==> config.mk <==
export PLATFORM = sky130hd
export DESIGN_NAME = apb_rr_master
export DESIGN_NICKNAME = d
export VERILOG_FILES = /design/src/rtl/apb_rr_master.sv
export SDC_FILE = /design/constraint.sdc
export NUM_CORES = 1
export LEC_CHECK = 0
export BUFFER_PORTS_ARGS = -buffer_cell sky130_fd_sc_hd__buf_2
export CAP_MARGIN = 20
export CORE_ASPECT_RATIO = 1.4
export CORE_MARGIN = 2
export CORE_UTILIZATION = 46
export CTS_CLUSTER_DIAMETER = 100
export CTS_CLUSTER_SIZE = 28
export DETAILED_ROUTE_END_ITERATION = 6
export GPL_TIMING_DRIVEN = 0
export PLACE_DENSITY = 0.91
export SYNTH_ARGS = -nofsm -noshare
export SYNTH_HDL_FRONTEND = slang
export SYNTH_SLANG_ARGS = --single-unit
==> constraint.sdc <==
create_clock -name PCLK -period 2.2 [get_ports PCLK]
set_clock_uncertainty 0.2 [all_clocks]
set_input_delay 0.22 -clock PCLK [delete_from_list [all_inputs] [get_ports PCLK]]
set_output_delay 0.22 -clock PCLK [all_outputs]
set_load 0.05 [all_outputs]
==> src/rtl/apb_rr_master.sv <==
// apb_rr_master: two-requester APB master with round-robin arbitration.
// One transfer at a time, IDLE -> SETUP -> ACCESS, with an ACCESS-phase timeout
// and a two-bit address decode onto four slave selects.
module apb_rr_master #(
  parameter int width   = 32,
  parameter int DEC_LSB = 12,
  parameter int TIMEOUT = 16
) (
  input  logic             PCLK,
  input  logic             PRESETn,
  // requester 0
  input  logic             m0_valid,
  input  logic             m0_write,
  input  logic [width-1:0] m0_addr,
  input  logic [width-1:0] m0_wdata,
  output logic             m0_ready,
  output logic             m0_done,
  output logic [width-1:0] m0_rdata,
  output logic             m0_err,
  // requester 1
  input  logic             m1_valid,
  input  logic             m1_write,
  input  logic [width-1:0] m1_addr,
  input  logic [width-1:0] m1_wdata,
  output logic             m1_ready,
  output logic             m1_done,
  output logic [width-1:0] m1_rdata,
  output logic             m1_err,
  // APB bus side
  output logic [width-1:0] addr,
  output logic [width-1:0] data,
  output logic             write,
  output logic             enable,
  output logic             sel1,
  output logic             sel2,
  output logic             sel3,
  output logic             sel4,
  input  logic [width-1:0] PRDATA,
  input  logic             PREADY,
  input  logic             PSLVERR
);

  // Counter only has to reach TIMEOUT-1.
  localparam int CNT_W = (TIMEOUT > 1) ? $clog2(TIMEOUT) : 1;
  localparam logic [CNT_W-1:0] CNT_LAST = CNT_W'(TIMEOUT - 1);

  typedef enum logic [1:0] {
    IDLE   = 2'd0,
    SETUP  = 2'd1,
    ACCESS = 2'd2
  } state_e;

  // Slave-select decode of the two-bit field: 00->sel1 .. 11->sel4.
  function automatic logic [3:0] sel_decode(input logic [1:0] field);
    logic [3:0] onehot;
    case (field)
      2'd0:    onehot = 4'b0001;
      2'd1:    onehot = 4'b0010;
      2'd2:    onehot = 4'b0100;
      2'd3:    onehot = 4'b1000;
      default: onehot = 4'b0000;
    endcase
    return onehot;
  endfunction

  state_e           state_q, state_d;
  logic             last_q, last_d;      // last granted requester; also owner of the live transfer
  logic [CNT_W-1:0] cnt_q, cnt_d;
  logic [width-1:0] addr_q, addr_d;
  logic [width-1:0] data_q, data_d;
  logic             write_q, write_d;
  logic             enable_q, enable_d;
  logic [3:0]       sel_q, sel_d;
  logic             m0_done_q, m0_done_d;
  logic             m0_err_q, m0_err_d;
  logic [width-1:0] m0_rdata_q, m0_rdata_d;
  logic             m1_done_q, m1_done_d;
  logic             m1_err_q, m1_err_d;
  logic [width-1:0] m1_rdata_q, m1_rdata_d;

  logic             gnt0, gnt1;
  logic             fin;
  logic             fin_err;
  logic [width-1:0] fin_rdata;

  // Round-robin grant and the combinational accept strobes (IDLE only).
  always_comb begin
    gnt0     = m0_valid & (~m1_valid | last_q);
    gnt1     = m1_valid & (~m0_valid | ~last_q);
    m0_ready = (state_q == IDLE) & gnt0;
    m1_ready = (state_q == IDLE) & gnt1;
  end

  // Next-state and next-output logic for the transfer sequencer.
  always_comb begin
    state_d    = state_q;
    last_d     = last_q;
    cnt_d      = cnt_q;
    addr_d     = addr_q;
    data_d     = data_q;
    write_d    = write_q;
    enable_d   = enable_q;
    sel_d      = sel_q;
    m0_done_d  = 1'b0;
    m0_err_d   = m0_err_q;
    m0_rdata_d = m0_rdata_q;
    m1_done_d  = 1'b0;
    m1_err_d   = m1_err_q;
    m1_rdata_d = m1_rdata_q;
    fin        = 1'b0;
    fin_err    = 1'b0;
    fin_rdata  = {width{1'b0}};

    case (state_q)
      IDLE: begin
        if (gnt0 | gnt1) begin
          last_d   = gnt1;
          addr_d   = gnt1 ? m1_addr : m0_addr;
          data_d   = gnt1 ? m1_wdata : m0_wdata;
          write_d  = gnt1 ? m1_write : m0_write;
          sel_d    = sel_decode(gnt1 ? m1_addr[DEC_LSB+1:DEC_LSB] : m0_addr[DEC_LSB+1:DEC_LSB]);
          enable_d = 1'b0;
          state_d  = SETUP;
        end else begin
          state_d  = IDLE;
        end
      end
      SETUP: begin
        enable_d = 1'b1;
        cnt_d    = {CNT_W{1'b0}};
        state_d  = ACCESS;
      end
      ACCESS: begin
        // PREADY wins over a timeout landing in the same cycle.
        if (PREADY) begin
          fin       = 1'b1;
          fin_err   = PSLVERR;
          fin_rdata = write_q ? {width{1'b0}} : PRDATA;
        end else if (cnt_q == CNT_LAST) begin
          fin       = 1'b1;
          fin_err   = 1'b1;
          fin_rdata = {width{1'b0}};
        end else begin
          cnt_d     = cnt_q + CNT_W'(1);
        end
      end
      default: begin
        state_d  = IDLE;
        enable_d = 1'b0;
        sel_d    = 4'b0000;
      end
    endcase

    if (fin) begin
      sel_d    = 4'b0000;
      enable_d = 1'b0;
      state_d  = IDLE;
      if (last_q) begin
        m1_done_d  = 1'b1;
        m1_err_d   = fin_err;
        m1_rdata_d = fin_rdata;
      end else begin
        m0_done_d  = 1'b1;
        m0_err_d   = fin_err;
        m0_rdata_d = fin_rdata;
      end
    end else begin
      m0_done_d = 1'b0;
      m1_done_d = 1'b0;
    end
  end

  // State and output registers; PRESETn is a synchronous active-high reset.
  always_ff @(posedge PCLK) begin
    if (PRESETn) begin
      state_q    <= IDLE;
      last_q     <= 1'b1;
      cnt_q      <= {CNT_W{1'b0}};
      addr_q     <= {width{1'b0}};
      data_q     <= {width{1'b0}};
      write_q    <= 1'b0;
      enable_q   <= 1'b0;
      sel_q      <= 4'b0000;
      m0_done_q  <= 1'b0;
      m0_err_q   <= 1'b0;
      m0_rdata_q <= {width{1'b0}};
      m1_done_q  <= 1'b0;
      m1_err_q   <= 1'b0;
      m1_rdata_q <= {width{1'b0}};
    end else begin
      state_q    <= state_d;
      last_q     <= last_d;
      cnt_q      <= cnt_d;
      addr_q     <= addr_d;
      data_q     <= data_d;
      write_q    <= write_d;
      enable_q   <= enable_d;
      sel_q      <= sel_d;
      m0_done_q  <= m0_done_d;
      m0_err_q   <= m0_err_d;
      m0_rdata_q <= m0_rdata_d;
      m1_done_q  <= m1_done_d;
      m1_err_q   <= m1_err_d;
      m1_rdata_q <= m1_rdata_d;
    end
  end

  assign addr     = addr_q;
  assign data     = data_q;
  assign write    = write_q;
  assign enable   = enable_q;
  assign sel1     = sel_q[0];
  assign sel2     = sel_q[1];
  assign sel3     = sel_q[2];
  assign sel4     = sel_q[3];
  assign m0_done  = m0_done_q;
  assign m0_err   = m0_err_q;
  assign m0_rdata = m0_rdata_q;
  assign m1_done  = m1_done_q;
  assign m1_err   = m1_err_q;
  assign m1_rdata = m1_rdata_q;

endmodule

# Yosys cells after proc, flatten, opt, wreduce, memory -nomap -nowiden
# Index checks and enable logic that the tools add are counted.
# word_totals
inputBits	168
regBits	145
word_cells	73
# classes
n_bitwise	13
n_eq_ne	9
muxes	24
addsub	1
n_reduce_logical	12
# op_table
cell	count
32-bit two-way mux	5
4-bit case mux with 2 select lines	2
4-bit case mux with 4 select lines	1
4-bit two-way mux	3
1-bit two-way mux	10
2-bit AND reduction	5
2-bit == test, second input constant	3
1-bit inverter	6
2-bit case mux with 3 select lines	1
2-bit OR reduction	3
4-bit by 1-bit adder with 4-bit output, second input constant	1
1-bit AND	4
2-bit by 1-bit == test with 1-bit output, second input constant	2
4-bit == test, second input constant	1
2-bit zero test	2
2-bit inequality test, second input constant	2
1-bit OR	3
1-bit case mux with 3 select lines	1
3-bit AND reduction	1
2-bit two-way mux	1
2-bit by 1-bit inequality test with 1-bit output, second input constant	1
2-bit nonzero test	1

# Longest topological paths before layout
# depth
word_depth	8
depth_mapped	7
mapped_depth_nobuf	6

# Least setup slack after synthesis
# No wires, ideal clock.
# synth_timing
kind	register -> register
from	reg cnt_q[0]
to	reg m1_rdata_q[23] (netlist: m1_rdata[23])
arrival_time_ps	1473
stages_incl_launch_ff	8
setup_slack_ps	398
period_less_slack_ps	1802
path_cell_list	dfxtp_1 > ha_1 > a31o_2 > and3_1 > buf_4 > buf_4 > nand3_1 > o21ai_0
# synth_between
elab_chain_cells	5
# synth_lines
item	line_no	rtl
start, declared	68	logic [CNT_W-1:0] cnt_q, cnt_d;
start signal, assigned	178	cnt_q <= {CNT_W{1'b0}};
start signal, assigned	193	cnt_q <= cnt_d;
4-bit == test	139	end else if (cnt_q == CNT_LAST) begin
1-bit two-way mux	139	
1-bit two-way mux	135	if (PREADY) begin
1-bit two-way mux	114	case (state_q)
2-bit AND reduction (no source line)	n/a	
end signal, assigned	189	m1_rdata_q <= {width{1'b0}};
end signal, assigned	204	m1_rdata_q <= m1_rdata_d;
end, declared	79	logic [width-1:0] m1_rdata_q, m1_rdata_d;
# Every way passes these cells.
# A chain may end at the register's enable or synchronous reset.

# Worst setup path in the final report
# layout_timing
from	reg cnt_q[0]
to	reg m1_rdata_q[13] (netlist: m1_rdata[13])
# Same word-level chain as after synthesis.

==> results summary <==
The flow ran to the end, and the final reports show no timing, DRC or antenna violations. In this run the clock root is driven by a clkbuf_16. The die covers 14700 um^2. The clock passes through at most 2 buffers. The largest net degree at the start of global routing is 17. The final HPWL from detailed placement is 15500 um. The cell count along the critical path is 7. The post-detailed-route via-to-cell ratio is 5.64. Cell internal power was estimated by the tool at 5.74 mW.

Counting every instance in the synthesized netlist gives 738. For this run, the post-layout net count is 1401. Setup repair after global routing left no endpoint under its margin. The endpoint arrival time on the critical path came out at 2.26 ns.

The clock edge transition at the registers on the reported setup and hold paths came out at 0.06 ns. For this run, global-route usage on met2 was measured as 0.650. The share of synthesized area in the top cell type comes to 0.460. The endpoint required time on the critical path came out at 2.33 ns. In this design, the critical path's most frequently occurring cell is buf_4.

The TritonCTS clock tree is built. The net switching power came out at 2.82 mW. The number of synthesized flops with an enable pin is 0.

Summing all flip-flop and latch instances after layout gives 2900 um^2. The largest fanout on the critical path came out at 10. The top-level I/O count came out at 308.

The number of max-cap violations is 0. The tightest min-delay check is of the in -> reg type. Among all cell types in the netlist, the one instantiated most often is dfxtp_1.

The cell depth of the worst flop-to-flop path is 7. The worst slew margin relative to its limit is 0.523. The post-synthesis net count is 910.

At the pin with the least slew margin, the transition time is 0.715 ns. The combinational power share is 0.263. CTS built an H-tree with a depth of 4. In this run the static leakage power is 4.81 nW. The number of antenna violations at the first check in global routing came out at 2. The routability congestion estimate from global placement is 0.875. The average detailed-routed wire length per instance is 19.4 um. The global-route wire length before repair came out at 42400 um. The global routing's busiest layer is met2. The share of post-route cells with drive strength above 1 is 0.345. The largest incremental delay on the critical path is 0.39 ns. The count of final setup violators came out at 0.

The area added between synthesis and finish is 65.4%. The final-report max-slew violation count came out at 0. For this run, design rule violations remaining after detail routing come to 0. The initial core utilization came out at 0.471.

The via total after detailed routing is 8055. The final hold violation count came to 0. The register bit total from synthesis came out at 145. Of the synthesized area, sequential elements account for 0.460. The number of global-route vias before repair is 8577.

The type of the worst setup path is reg -> reg. The number of nets still failing antenna checks after routing is 0. The slowest stage of the critical path is the dfxtp_1 cell.

The CTS buffer count came out at 17. In the synthesized netlist the async set-or-reset flop fraction comes to 0. The sequential group share of total power came out at 0.344. The count of filler cells inserted in the layout is 838. Traced cell by cell, the critical path runs through ha_1 > a31o_2 > and3_1 > buf_4 > buf_4 > nand3_1 > o21ai_1. In this run the mean area of a mapped cell was 8.55 um^2.

The distinct cell type count of the synthesized netlist came out at 43. IR analysis of the VDD net gives a maximum drop of 0.649 mV. Ranked by total cell area, the synthesized netlist is headed by dfxtp_1, nand2_1, a311oi_2, nand2b_1, nand3_1. The top achievable clock speed is 471 MHz. The commonest cells after synthesis are dfxtp_1, nand2_1, nor2_1, nand2b_1, nand3_1. Buffers placed on the I/O ports in this run total 307. Counting both buffers and inverters, the worst setup path holds a total of 2. The sum of negative setup slack is 0 ns.

The dominant synthesized flop cell is dfxtp_1. Measured along the y axis, the die boundary spans 143 um. The power share of the clock group came out at 0.393.

The worst setup path is captured at a flop. The total area of multi-input combinational cells came out at 3040 um^2. The worst hold slack is 0.0561 ns. The violation count after the first detailed-routing iteration came out at 485. During synthesis, Yosys emitted a total of 0 warnings. The instance count along the most critical hold path is 4.

The area of the mapped netlist came out at 6310 um^2. The library cell occupying the most area in the post-synthesis netlist is dfxtp_1. Subtracting the final worst setup slack from the clock period gives 2.12 ns. Of the total power, the share spent switching nets is 0.329. The standard cell core area is 13400 um^2.

The routing usage on met1 came out at 0.363. The final global-route overflow total is 0. Counting every sink on the clock net gives 145. The floorplan row count came out at 50.

Across every metal layer, demand over resource in global routing totals 0.371. Dividing total power by cell area gives a power density of 821 nW/um^2. The final layout contains routed wiring with a total length of 27700 um. The worst setup path is launched from a flop.

The share of the clock period used by the worst path after layout is 0.965. In the global route stage, met3 resource usage came out at 0.122. The number of iterations in the first detailed-routing pass is 5. Measured along the x axis, the die boundary spans 103 um. Among cell families on the critical path, the largest total delay comes from simple AND/OR/NAND/NOR gates. The clock latency on the worst-skew pair came out at 0.41 ns.
[state kept, by name, summed over array words and instances, names as in the netlist]
register / count
state_q: 2
addr: 32
m1_err: 1
m0_rdata: 32
m0_done: 1
cnt_q: 4
enable: 1
last_q: 1
m1_rdata: 32
sel_q: 4
m0_err: 1
data: 32
write: 1
m1_done: 1
[per-layer routing]
metal | routed length, um | vias to the layer above
met4 | 1840 | 0
met3 | 2320 | 194
li1 | - | 3549
met5 | 0 | -
met2 | 14200 | 590
met1 | 9310 | 3722
[cells in the final DEF, fill, tap and decap left out, types with 17 or more instances in the layout]
cell / n
nor2_1: 74
nand2b_1: 67
a311oi_2: 30
a311oi_1: 36
nand2_1: 134
clkbuf_16: 17
dfxtp_1: 144
nand3_1: 66
o21ai_1: 50
buf_2: 332
dlygate4sd3_1: 163
[per-stage QoR]
step,cell area [um^2],power (mW),utilization,cells,worst slack (ns)
floorplan,6310,4.33,-,738,0.398
global placement,8070,4.85,0.603,1227,0.111
detailed placement,8070,4.89,0.603,1227,0.0678
CTS,10400,8.45,0.777,1423,0.0505
global route,10400,8.82,0.779,1426,0.00954
finish,10400,8.56,0.779,1427,0.0776
[power groups by stage]
stage / logic (mW) / registers [mW] / clock network, mW
2_1_floorplan: 0.716 / 3.61 / 0
3_3_place_gp: 1.88 / 2.97 / 0
3_5_place_dp: 1.91 / 2.98 / 0
4_1_cts: 2.15 / 2.92 / 3.38
5_1_grt: 2.35 / 2.96 / 3.51
6_report: 2.25 / 2.94 / 3.37
[timing repair]
action / CTS / global route
buffers inserted: 1 / 1
pin swaps: 1 / 1
endpoints found under the setup margin: 1 / 45
hold endpoints to repair: 132 / 0
hold buffers: 163 / 0
resized for setup: 3 / 10
[worst paths after layout]
path / startpoint / to / slack (ns)
setup reg to reg: cnt_q[0]$_SDFFE_PP0P_ / m1_rdata[13]$_SDFFE_PP0P_ / 0.08
hold reg to reg: sel_q[0]$_SDFFE_PP0P_ / sel_q[0]$_SDFFE_PP0P_ / 0.26
hold / removal: m0_addr[12] / sel_q[0]$_SDFFE_PP0P_ / 0.06
setup / recovery: cnt_q[0]$_SDFFE_PP0P_ / m1_rdata[13]$_SDFFE_PP0P_ / 0.08
[kinds of logic (layout without fill, tap and decap cells)]
| kind of cell | Yosys count | after routing | synth area share |
|---|---|---|---|
| xor gates and xnor gates | 1 | 1 | 0.00139 |
| other | 0 | 3 | 0 |
| AOI/OAI and AO/OA | 150 | 150 | 0.195 |
| adders and majority gates | 4 | 4 | 0.00793 |
| DFF | 145 | 145 | 0.460 |
| muxes | 5 | 5 | 0.00813 |
| buffers and inverters | 70 | 574 | 0.0595 |
| and+or+nand+nor | 363 | 363 | 0.268 |
[worst min-delay path, delay by kind of cell]
family	cells	cell delay [ns]
simple gates	1	0.10
compound gates	2	0.17
buf+inv	1	0.11
[final cells by class]
class,count,share of cell area
Timing Repair Buffer,472,0.305
Multi-Input combinational cell,523,0.291
Sequential cell,145,0.278
Clock buffer,18,0.0411
Buffer,65,0.0350
Clock inverter,14,0.0242
Tap cell,182,0.0218
Inverter,5,0.00180
Antenna cell,3,0.000720
Power figures use the tool's default switching activity.
